$ cat config.mk
export PLATFORM = sky130hd
export DESIGN_NAME = pipe_adder_flat
export DESIGN_NICKNAME = d
export VERILOG_FILES = /design/src/rtl/pipe_adder_pkg.sv /design/src/rtl/pipe_adder_if.sv /design/src/rtl/pipe_adder_add_slice.sv /design/src/rtl/pipe_adder.sv /design/src/flat_wrapper.sv
export SDC_FILE = /design/constraint.sdc
export NUM_CORES = 1
export LEC_CHECK = 0
export ABC_AREA = 1
export BUFFER_PORTS_ARGS = -buffer_cell sky130_fd_sc_hd__clkbuf_2
export CORE_ASPECT_RATIO = 1.75
export CORE_MARGIN = 5
export CORE_UTILIZATION = 60
export DETAILED_ROUTE_END_ITERATION = 16
export GPL_TIMING_DRIVEN = 1
export PLACE_DENSITY = 0.83
export SYNTH_ARGS = -nofsm -noshare
export SYNTH_HDL_FRONTEND = slang
export SYNTH_SLANG_ARGS = --single-unit
export TNS_END_PERCENT = 20
$ cat constraint.sdc
create_clock -name clk -period 3.4 [get_ports clk]
set_input_delay 0.34 -clock clk [delete_from_list [all_inputs] [get_ports clk]]
set_output_delay 0.34 -clock clk [all_outputs]
set_load 0.01 [all_outputs]
$ cat src/rtl/pipe_adder_pkg.sv
// rtl/pipe_adder_pkg.sv - shared constants, geometry helpers and full-adder cell for pipe_adder
package pipe_adder_pkg;

  localparam int DEFAULT_WIDTH  = 8;
  localparam int DEFAULT_STAGES = 4;

  function automatic int slice_width(input int width, input int stages);
    return width / stages;
  endfunction

  // The carry chain is cut into equal slices, so the width must divide evenly.
  function automatic bit geometry_ok(input int width, input int stages);
    return (stages >= 1) && (stages <= width) && ((width % stages) == 0);
  endfunction

  // Returns {carry_out, sum}.
  function automatic logic [1:0] full_add(input logic x, input logic y, input logic c);
    return {(x & y) | (c & (x ^ y)), x ^ y ^ c};
  endfunction

endpackage

$ cat src/rtl/pipe_adder_if.sv
// rtl/pipe_adder_if.sv - operand/result handshake bundle for pipe_adder; sub exists only with PIPE_ADDER_SUB_EN
interface pipe_adder_if
  import pipe_adder_pkg::*;
#(
  parameter int WIDTH = DEFAULT_WIDTH
);

  logic             in_valid;
  logic             in_ready;
  logic [WIDTH-1:0] a;
  logic [WIDTH-1:0] b;
  logic             cin;
`ifdef PIPE_ADDER_SUB_EN
  logic             sub;
`endif
  logic             out_valid;
  logic             out_ready;
  logic [WIDTH-1:0] sum;
  logic             cout;
  logic             overflow;

`ifdef PIPE_ADDER_SUB_EN
  modport master (
    output in_valid, a, b, cin, sub, out_ready,
    input  in_ready, out_valid, sum, cout, overflow
  );
  modport slave (
    input  in_valid, a, b, cin, sub, out_ready,
    output in_ready, out_valid, sum, cout, overflow
  );
`else
  modport master (
    output in_valid, a, b, cin, out_ready,
    input  in_ready, out_valid, sum, cout, overflow
  );
  modport slave (
    input  in_valid, a, b, cin, out_ready,
    output in_ready, out_valid, sum, cout, overflow
  );
`endif

endinterface

$ cat src/rtl/pipe_adder_add_slice.sv
// rtl/pipe_adder_add_slice.sv - combinational SLICE-bit ripple adder built from full-adder cells
module add_slice
  import pipe_adder_pkg::*;
#(
  parameter int SLICE = 2
) (
  input  logic [SLICE-1:0] a,
  input  logic [SLICE-1:0] b,
  input  logic             cin,
  output logic [SLICE-1:0] sum,
  output logic             cout,
  output logic             c_msb
);

  logic [SLICE:0] carry;

  always_comb begin : ripple
    logic [1:0] fa;
    fa       = '0;
    sum      = '0;
    carry    = '0;
    carry[0] = cin;
    for (int i = 0; i < SLICE; i++) begin
      fa         = full_add(a[i], b[i], carry[i]);
      sum[i]     = fa[0];
      carry[i+1] = fa[1];
    end
  end

  assign cout  = carry[SLICE];
  // Carry into the top bit, needed by the last stage for signed overflow.
  assign c_msb = carry[SLICE-1];

endmodule

$ cat src/rtl/pipe_adder.sv
// rtl/pipe_adder.sv - pipelined ripple-carry adder with valid/ready stall; PIPE_ADDER_SUB_EN adds subtract
module pipe_adder
  import pipe_adder_pkg::*;
#(
  parameter int WIDTH  = DEFAULT_WIDTH,
  parameter int STAGES = DEFAULT_STAGES
) (
  input  logic         clk,
  input  logic         rst_n,
  pipe_adder_if.slave  bus
);

  localparam int SLICE = slice_width(WIDTH, STAGES);
  localparam int LAST  = STAGES - 1;

  if (!geometry_ok(WIDTH, STAGES)) begin : g_bad_geometry
    $error("pipe_adder: WIDTH must be a multiple of STAGES with 1 <= STAGES <= WIDTH");
  end

  logic en;
  logic last_valid;

  for (genvar k = 0; k < STAGES; k++) begin : g_stage
    logic             v_src;
    logic             c_src;
    logic             s_src;
    logic [WIDTH-1:0] a_src;
    logic [WIDTH-1:0] b_src;
    logic [WIDTH-1:0] sum_src;
    logic [WIDTH-1:0] sum_nxt;
    logic [SLICE-1:0] b_eff;
    logic [SLICE-1:0] s_slice;
    logic             co;
    logic             cmsb;

    logic             v_q;
    logic             c_q;
    logic             s_q;
    logic [WIDTH-1:0] a_q;
    logic [WIDTH-1:0] b_q;
    logic [WIDTH-1:0] sum_q;

    if (k == 0) begin : g_head
      assign v_src   = bus.in_valid;
      assign a_src   = bus.a;
      assign b_src   = bus.b;
      assign sum_src = '0;
`ifdef PIPE_ADDER_SUB_EN
      assign s_src   = bus.sub;
      assign c_src   = bus.cin | bus.sub;
`else
      assign s_src   = 1'b0;
      assign c_src   = bus.cin;
`endif
    end else begin : g_body
      // Operands travel whole; each stage consumes its own slice of the skewed copy.
      assign v_src   = g_stage[k-1].v_q;
      assign a_src   = g_stage[k-1].a_q;
      assign b_src   = g_stage[k-1].b_q;
      assign sum_src = g_stage[k-1].sum_q;
      assign s_src   = g_stage[k-1].s_q;
      assign c_src   = g_stage[k-1].c_q;
    end

    assign b_eff = b_src[k*SLICE +: SLICE] ^ {SLICE{s_src}};

    add_slice #(.SLICE(SLICE)) u_slice (
      .a     (a_src[k*SLICE +: SLICE]),
      .b     (b_eff),
      .cin   (c_src),
      .sum   (s_slice),
      .cout  (co),
      .c_msb (cmsb)
    );

    always_comb begin
      sum_nxt                     = sum_src;
      sum_nxt[k*SLICE +: SLICE]   = s_slice;
    end

    always_ff @(posedge clk or negedge rst_n) begin
      if (!rst_n) begin
        v_q   <= 1'b0;
        c_q   <= 1'b0;
        s_q   <= 1'b0;
        a_q   <= '0;
        b_q   <= '0;
        sum_q <= '0;
      end else if (en) begin
        v_q   <= v_src;
        c_q   <= co;
        s_q   <= s_src;
        a_q   <= a_src;
        b_q   <= b_src;
        sum_q <= sum_nxt;
      end
    end

    if (k == LAST) begin : g_tail
      logic ovf_q;
      logic unused_tail;

      always_ff @(posedge clk or negedge rst_n) begin
        if (!rst_n) begin
          ovf_q <= 1'b0;
        end else if (en) begin
          ovf_q <= co ^ cmsb;
        end
      end

      assign unused_tail = ^{a_q, b_q, s_q};
    end else begin : g_mid
      logic unused_cmsb;
      assign unused_cmsb = cmsb;
    end
  end

  // Every slot advances together; bubbles are kept rather than squeezed out.
  assign last_valid   = g_stage[LAST].v_q;
  assign en           = !last_valid || bus.out_ready;
  assign bus.in_ready = en;

  assign bus.out_valid = last_valid;
  assign bus.sum       = g_stage[LAST].sum_q;
  assign bus.cout      = g_stage[LAST].c_q;
  assign bus.overflow  = g_stage[LAST].g_tail.ovf_q;

endmodule

$ cat src/flat_wrapper.sv
// flat-port wrapper written by rule: the top's interface ports become plain ports
module pipe_adder_flat import pipe_adder_pkg::*;
#(
  parameter int WIDTH  = DEFAULT_WIDTH,
  parameter int STAGES = DEFAULT_STAGES
)
  (clk, rst_n, bus_in_valid, bus_a, bus_b, bus_cin, bus_out_ready, bus_in_ready, bus_out_valid, bus_sum, bus_cout, bus_overflow);
  pipe_adder_if #(.WIDTH(WIDTH)) bus_i ();
  input  logic clk;
  input  logic rst_n;
  input wire logic [$bits(bus_i.in_valid)-1:0] bus_in_valid;
  input wire logic [$bits(bus_i.a)-1:0] bus_a;
  input wire logic [$bits(bus_i.b)-1:0] bus_b;
  input wire logic [$bits(bus_i.cin)-1:0] bus_cin;
  input wire logic [$bits(bus_i.out_ready)-1:0] bus_out_ready;
  output wire logic [$bits(bus_i.in_ready)-1:0] bus_in_ready;
  output wire logic [$bits(bus_i.out_valid)-1:0] bus_out_valid;
  output wire logic [$bits(bus_i.sum)-1:0] bus_sum;
  output wire logic [$bits(bus_i.cout)-1:0] bus_cout;
  output wire logic [$bits(bus_i.overflow)-1:0] bus_overflow;
  assign bus_i.in_valid = bus_in_valid;
  assign bus_i.a = bus_a;
  assign bus_i.b = bus_b;
  assign bus_i.cin = bus_cin;
  assign bus_i.out_ready = bus_out_ready;
  assign bus_in_ready = bus_i.in_ready;
  assign bus_out_valid = bus_i.out_valid;
  assign bus_sum = bus_i.sum;
  assign bus_cout = bus_i.cout;
  assign bus_overflow = bus_i.overflow;
  pipe_adder #(.WIDTH(WIDTH), .STAGES(STAGES)) u_core (.clk(clk), .rst_n(rst_n), .bus(bus_i));
endmodule
[Word level (Yosys, flattened, before mapping)]
Cells that the tools add are included.
Operators by class
  reduce and logical (&&, ||, !) cells: 2
  bitwise operators: 41
Operators by type and width (count)
  XOR 1 bit: 17
  bitwise AND 1 bit: 16
  bitwise OR 1 bit: 8
  logical NOT 1 bit: 1
  logical OR 1 bit: 1
Word-level totals
  register bits: 77
  output and inout bits: 12
  input bits: 21

[Logic depth before layout (Yosys ltp)]
Gate-level depths: netlist (run 1).
  depth after elaboration: 6
  mapped depth: 7
  gate-level depth less buffers: 7

[By module]
From an unflattened synthesis (run 1), not the netlist that was laid out.
Unflattened totals
  cell total of the unflattened synthesis: 223
  area total of the unflattened synthesis: 2163.3 um^2
Modules (own cells, without submodules)
  pipe_adder: cells each 215, sequential area each 1326.3 um^2, area each 2003.2 um^2, instances 1
  add_slice: cells each 2, sequential area each 0.0 um^2, area each 40.0 um^2, instances 4

[Worst setup path after synthesis (run 1)]
No wires, ideal clock.
  path kind: flip-flop to flip-flop
  start: register u_core.g_stage[2].b_q[6]
  end: register u_core.g_stage[3].g_tail.ovf_q, in the netlist u_core.bus.overflow
  clock period less this slack: 1.532 ns
  cell stages (with the launch flop): 8
  slack: 1.868 ns
  arrival time: 1.415 ns
  path buffers: 0
  data required time: 3.283 ns
  cell sequence: dfrtp_1 -> inv_1 -> fa_1 -> fa_1 -> inv_1 -> nand2_1 -> nand3_1 -> nand2_1
On the way
  cells in the longest elaborated chain, start to end: 6
Ends and longest elaborated chain
  from (decl): RTL line pipe_adder.sv:40  | logic [WIDTH-1:0] b_q;
  from (signal assigned): RTL line pipe_adder.sv:94  | b_q <= b_src;
  XOR 1 bit: RTL line pipe_adder_pkg.sv:18  | return {(x & y) | (c & (x ^ y)), x ^ y ^ c};
  bitwise AND 1 bit: RTL line pipe_adder_pkg.sv:18
  bitwise OR 1 bit *: RTL line pipe_adder_pkg.sv:18
  bitwise AND 1 bit: RTL line pipe_adder_pkg.sv:18
  bitwise OR 1 bit: RTL line pipe_adder_pkg.sv:18
  XOR 1 bit *: RTL line pipe_adder.sv:107  | ovf_q <= co ^ cmsb;
  to (signal assigned): RTL line pipe_adder.sv:107
  to (decl): RTL line pipe_adder.sv:100  | logic ovf_q;
Mark *: on every way between the ends. The rest lies on a longest branch, timed or not.
A chain may end at the register's enable or synchronous reset.

[Worst setup path in the final report (run 1)]
  start: register u_core.g_stage[3].v_q, in the netlist u_core.bus.out_valid
  end: register u_core.g_stage[1].v_q
On the way
  cells in the longest elaborated chain, start to end: 2
Ends and longest elaborated chain
  from (decl): RTL line pipe_adder.sv:36  | logic v_q;
  from (signal assigned): RTL line pipe_adder.sv:90  | v_q <= v_src;
  logical NOT 1 bit: RTL line pipe_adder.sv:120  | assign en = !last_valid || bus.out_ready;
  logical OR 1 bit: RTL line pipe_adder.sv:120
  to (signal assigned): RTL line pipe_adder.sv:90
  to (decl): RTL line pipe_adder.sv:36
Every way passes these cells.

==> results of run 1 <==
## cell usage in the layout, fill, tap and decap left out
| cell | count |
|---|---|
| inv_1 | 33 |
| o21ai_1 | 1 |
| inv_2 | 1 |
| clkbuf_2 | 32 |
| o21ai_0 | 30 |
| nor2_4 | 1 |
| clkinv_2 | 1 |
| clkbuf_8 | 6 |
| fa_1 | 8 |
| nand2_4 | 1 |
| buf_4 | 1 |
| clkinv_4 | 1 |
| nand2_1 | 72 |
| nand3_1 | 1 |
| o21ai_2 | 12 |
| dfrtp_1 | 53 |
## per-layer routing
metal	vias up	part of all wire [%]
met1	714	40
met5	-	0
met3	8	3.7
li1	731	-
met2	26	53
met4	0	2.8
## through the flow
step                      power (mW)  setup WS (ps)  hold WS (ps)  std cells  util [%]
after floorplan                 1.61           1870          44.4        223         -
after global placement          1.76           1760           393        292      66.1
after detailed placement        1.81           1680           394        292      66.1
after CTS                       2.18           1670          57.4        300      68.7
after global routing            2.34           1480          81.2        300      68.7
final                           2.15           1670          37.9        300      68.7
## cell usage after synthesis
| cell type | count |
|---|---|
| nor2_4 | 1 |
| nand2_1 | 72 |
| o21ai_1 | 1 |
| o21ai_2 | 12 |
| inv_1 | 33 |
| buf_4 | 1 |
| nand2_4 | 1 |
| nand3_1 | 1 |
| dfrtp_1 | 53 |
| buf_2 | 4 |
| buf_6 | 5 |
| inv_2 | 1 |
| fa_1 | 8 |
| o21ai_0 | 30 |
## layout make-up
class                   count  area share (%)
clock buffers               6            3.31
repair buffers             33            6.72
multi-input cells         126            28.8
well taps                  46            2.31
inverters                  34            5.12
clock inverters             2           0.552
flip-flops and latches     53            53.2
## kinds of logic after synthesis
logic type / after synthesis / share of synthesized area [%]
simple gates: 75 / 13.2
flops: 53 / 58.8
fa+ha+maj: 8 / 7.10
compound gates: 43 / 11.5
buf+inv: 44 / 9.37
## registers in the layout, indices dropped and copies added (netlist names)
register and flops:
u_core.bus.cout 1, u_core.bus.out_valid 1, u_core.g_stage.v_q 3, u_core.g_stage.c_q 3, u_core.g_stage.sum_q 12, u_core.bus.sum 8
u_core.bus.overflow 1, u_core.g_stage.a_q 12, u_core.g_stage.b_q 12
## critical path, cell delays in order (launching register included)
cell	delay, ps
dfrtp_1	440
inv_2	70
nor2_4	850
o21ai_0	200
## power by group
group | internal [mW] | switching (mW) | leakage (nW)
combinational | 0.299 | 0.456 | 0.609
sequential | 0.900 | 0.123 | 0.644
clock | 0.165 | 0.205 | 0.0512
## worst max-delay path by stage
stage | start | to | slack [ps]
2_1_floorplan | u_core.g_stage[2].b_q[6] | u_core.bus.overflow | 1870
3_3_place_gp | bus_out_ready | u_core.bus.sum[1] | 1760
3_5_place_dp | bus_out_ready | u_core.g_stage[1].a_q[7] | 1680
4_1_cts | u_core.bus.out_valid | u_core.g_stage[1].v_q | 1670
5_1_grt | u_core.bus.out_valid | u_core.g_stage[1].v_q | 1480
6_report | u_core.bus.out_valid | u_core.g_stage[1].v_q | 1670
==> impl_metrics.csv, run 1 <==
group,metric,value,unit
run_status,outcome,"finished clean",
detailed_routing,vias,1479,
clocking,ctsHoldBuffers,0,
timing,drv_slew,0,
timing,period_share,50.9,%
detailed_routing,wire_per_inst,12.9,um
critical_path,critPathLaunchType,"register",
yosys,synth_area,2260,um^2
job,maxCapViolations,0,
grt,grt_pass1_wl,6.76,mm
clocking,clock-sinks,53,
timing,period_minus_slack,1730,ps
timing,setup_viol,0,
yosys,yosys.cell_types.count,14,
grt,gr-usage-met3,3.69,%
critical_path,r2r_end,"u_core.g_stage[1].v_q",
yosys,ys_ff_latch,53,
grt,grt_overflow,0,
clocking,cts_setup_buffers,0,
yosys,synth_fp_nets,252,
power_and_ir_drop,p_per_area,861,nW/um^2
placement,place_area,2400,um^2
critical_path,critPathCaptureType,"register",
critical_path,r2r-start,"u_core.bus.out_valid",
grt,grt_pass1_vias,1560,
worst_hold_path,worstHoldPathType,"input pin to asynchronous set/reset pin",
floorplan,coreArea,3630,um^2
yosys,synth-seq-area-share,58.8,%
clocking,clk_path_buf_depth,2,
grt,met1_usage,19.6,%
detailed_routing,drc,0,
clocking,cts_resized,0,
timing,rsz0062_at_grt,"false",
timing,skew,11.4,ps
finish,seq_area,1330,um^2
floorplan,die_w,56.4,um
power_and_ir_drop,peakVddDrop,0.651,mV
placement,gp_congestion,0.735,
finish,final_area,2490,um^2
critical_path,crit_type,"register to register",
timing,slew_headroom,24.0,%
critical_path,crit_fanout,51,
yosys,yosys_warnings,0,
clocking,htreeDepth,2,
detailed_routing,first_iter_violations,44,
clocking,clk_pin_slew,100,ps
finish,syn2layout_area_growth,10.5,%
yosys,syn_inst,223,
grt,grt_max_degree,56,
finish,fin_nets,282,
clocking,cts-root-buf,"clkbuf_8",
yosys,yosys-top-cells-area,"dfrtp_1 59%, nand2_1 12%, fa_1 7.1%",
floorplan,ioPinCount,33,
critical_path,arrival,1860,ps
grt,antenna_found_initial,0,
clocking,cts_made_buffers,5,
power_and_ir_drop,p_leak,1.30,nW
critical_path,cp.required,3530,ps
floorplan,rows,29,
detailed_routing,vias_per_cell,4.93,
timing,tightest_slew,1140,ps
critical_path,rrSetupSlack,1670,ps
floorplan,start_util,62.2,%
timing,fin_setup_tns,0,ps
yosys,synth_top_area_share,58.8,%
clocking,clkLatencyLatePin,310,ps
yosys,yosys.area.top_type,"dfrtp_1",
finish,multi_input_area,718,um^2
finish,diodes,0,
placement,hpwlAfterDp,2.67,mm
timing,hold_viol,0,
grt,top_usage_layer,"met2",
detailed_routing,ant_nets,0,
yosys,avgSynthCellArea,10.1,um^2
finish,layout-drive-gt1-share,22.0,%
placement,io_buffers,32,
detailed_routing,routed_wl,3.88,mm
critical_path,r2r_cells,3,
timing,fmax,578,MHz
grt,grtUsageTotal,17.2,%
floorplan,design.die.area,5130,um^2
clocking,tritoncts,"yes",
finish,nFillCells,306,
detailed_routing,dr.pass1.iters,4,
grt,use_met2,29.5,%
floorplan,die_h,91.1,um
Power figures use the tool's default switching activity.
==> run 2: changes to the inputs <==
--- a/config.mk
+++ b/config.mk
@@ -5,14 +5,14 @@
 export SDC_FILE = /design/constraint.sdc
 export NUM_CORES = 1
 export LEC_CHECK = 0
-export ABC_AREA = 1
+export ABC_AREA = 0
 export BUFFER_PORTS_ARGS = -buffer_cell sky130_fd_sc_hd__clkbuf_2
 export CORE_ASPECT_RATIO = 1.75
 export CORE_MARGIN = 5
-export CORE_UTILIZATION = 60
+export CORE_UTILIZATION = 56
 export DETAILED_ROUTE_END_ITERATION = 16
 export GPL_TIMING_DRIVEN = 1
-export PLACE_DENSITY = 0.83
+export PLACE_DENSITY = 0.78
 export SYNTH_ARGS = -nofsm -noshare
 export SYNTH_HDL_FRONTEND = slang
 export SYNTH_SLANG_ARGS = --single-unit
==> constraint.sdc (replaced) <==
create_clock -name clk -period 1.7 [get_ports clk]
set_input_delay 0.17 -clock clk [delete_from_list [all_inputs] [get_ports clk]]
set_output_delay 0.17 -clock clk [all_outputs]
set_load 0.01 [all_outputs]
==> run 2 against run 1 <==
Net effect:
- setup slack worse by 1700 ps
- wire length up 5.3%
- clock skew up 1.8 ps
- sequential share of layout area down 5.2 points
- critical path type unchanged
==> impl_metrics.csv, run 2 <==
group,metric,value,unit
run_status,outcome,"finished clean",
yosys,synth_flop_cell,"dfrtp_1",
timing,skew,13.2,ps
timing,fmax,590,MHz
power_and_ir_drop,p_leak,1.41,nW
yosys,yosys.area.top_type,"dfrtp_1",
power_and_ir_drop,p_per_area,1800,nW/um^2
yosys,synth-seq-area-share,54.5,%
grt,grt_pass1_wl,7.07,mm
clocking,clkLatencyLatePin,320,ps
critical_path,critPathCaptureType,"register",
yosys,syn_inst,152,
job,maxCapViolations,0,
timing,fin_setup_tns,0,ps
finish,final_area,2760,um^2
yosys,yosys_warnings,0,
clocking,htreeDepth,2,
yosys,yosys-top-cells-area,"dfrtp_1 55%, mux2_4 22%, fa_1 6.6%",
timing,holdWs,79.8,ps
timing,drv_slew,0,
finish,fin_cells,243,
detailed_routing,ant_nets,0,
floorplan,die_w,59.8,um
placement,place_ws,-38.8,ps
clocking,cts-root-buf,"clkbuf_8",
timing,rsz0062_at_grt,"true",
yosys,synth_area,2430,um^2
timing,tightest_slew,577,ps
placement,gp_congestion,0.730,
grt,antenna_found_initial,0,
clocking,cts_made_buffers,5,
timing,slew_headroom,61.5,%
power_and_ir_drop,peakVddDrop,1.21,mV
floorplan,die_h,97.2,um
detailed_routing,vias,1261,
detailed_routing,vias_per_cell,5.19,
clocking,clk_pin_slew,90,ps
finish,layout-drive-gt1-share,46.9,%
yosys,yosysMostFrequentCell,"dfrtp_1",
yosys,ys_ff_latch,53,
grt,grt_pass1_vias,1467,
finish,top_regs,"u_core.g_stage.a_q x12, u_core.g_stage.b_q x12, u_core.g_stage.sum_q x12",
placement,place_area,2620,um^2
detailed_routing,routed_wl,4.08,mm
finish,seq_area,1330,um^2
clocking,tritoncts,"yes",
yosys,avgSynthCellArea,16.0,um^2
timing,period_share,99.7,%
yosys,yosys-top-cells-count,"53 x dfrtp_1, 35 x mux2_4, 20 x inv_1",
finish,layout_commonest_cell,"dfrtp_1",
clocking,clk_path_buf_depth,2,
finish,mostFrequentLayoutCells,"53 x dfrtp_1, 36 x mux2_4, 32 x clkbuf_2",
grt,grtUsageTotal,16.4,%
timing,setup_slack,4.92,ps
critical_path,crit_type,"register to register",
timing,period_minus_slack,1700,ps
finish,multi_input_area,922,um^2
critical_path,crit_fanout,2,
floorplan,ioPinCount,33,
worst_hold_path,worstHoldPathType,"input pin to register",
floorplan,start_util,58.1,%
grt,grt_max_degree,33,
power_and_ir_drop,total_power,4.97,mW
placement,place_inst,231,
detailed_routing,drc,0,
timing,setup_viol,0,
floorplan,design.die.area,5810,um^2
finish,nFillCells,317,
detailed_routing,dr.pass1.iters,4,
clocking,clock-sinks,53,
placement,hpwlAfterDp,2.96,mm
critical_path,arrival,1900,ps
yosys,synth_fp_nets,181,
placement,io_buffers,32,
detailed_routing,first_iter_violations,20,
floorplan,rows,31,
yosys,yosys.cell_types.count,14,
grt,grt_overflow,0,
finish,syn2layout_area_growth,13.6,%
finish,utilization,66.0,%
timing,hold_viol,0,
detailed_routing,wire_per_inst,16.8,um
finish,fin_nets,222,
critical_path,cp.required,1900,ps
yosys,synth-async-reset-ratio,100,%
yosys,synth_top_area_share,54.5,%
yosys,synth_edf_count,0,
finish,diodes,0,
floorplan,coreArea,4190,um^2
critical_path,critPathLaunchType,"register",
==> run 2: critical path, stage by stage, from the launching register on <==
cell and delay [ps]:
dfrtp_1 350, inv_2 50, fa_2 400, fa_2 360, xor2_1 160, mux2_4 260
==> run 2: worst paths after layout <==
kind                                        from                    endpoint  slack [ps]  depth (start not counted)
setup / recovery           u_core.g_stage[2].c_q         u_core.bus.overflow           5                          5
hold / removal                          bus_b[4]    u_core.g_stage[0].b_q[4]          80                          2
setup reg to reg           u_core.g_stage[2].c_q         u_core.bus.overflow           5                          5
hold reg to reg            u_core.g_stage[2].v_q        u_core.bus.out_valid         480                          1
max in group asynchronous                  rst_n       u_core.g_stage[0].v_q         750                          3
min in group asynchronous                  rst_n  u_core.g_stage[2].sum_q[5]         370                          2
==> run 2: power by group <==
| part | internal [mW] | switching (mW) |
|---|---|---|
| combinational | 1.18 | 0.807 |
| clock | 0.442 | 0.416 |
| sequential | 1.81 | 0.315 |
| total | 3.43 | 1.54 |
==> run 2: repair_timing <==
item                                    CTS  global route
cloned                                    0             0
endpoints found under the setup margin    1             1
setup buffers                             3             0
hold buffers                              1             0
pin swaps                                 1             0
resized for setup                         1             1
hold endpoints to repair                 21             0
==> run 2: cells by family after synthesis <==
kind of cell               share of synthesized area [%]
adders and majority gates                           6.58
and+or+nand+nor                                     3.60
xor gates and xnor gates                           0.360
DFF                                                 54.5
muxes                                               25.2
buffers and inverters                               7.92
AOI/OAI and AO/OA                                   1.85
==> run 2: cell type report <==
type / count / area share, %
Timing Repair Buffer: 41 / 9.69
Tap cell: 49 / 2.22
Clock inverter: 2 / 1.40
Clock buffer: 6 / 2.63
Inverter: 20 / 2.72
Sequential cell: 53 / 48.0
Multi-Input combinational cell: 72 / 33.4
==> run 2: layer usage <==
metal / track usage (%) / share of wire (%)
met3: 5.05 / 5.4
met2: 26.9 / 53
met4: 7.68 / 2.4
met5: 0 / 0
met1: 18.8 / 39
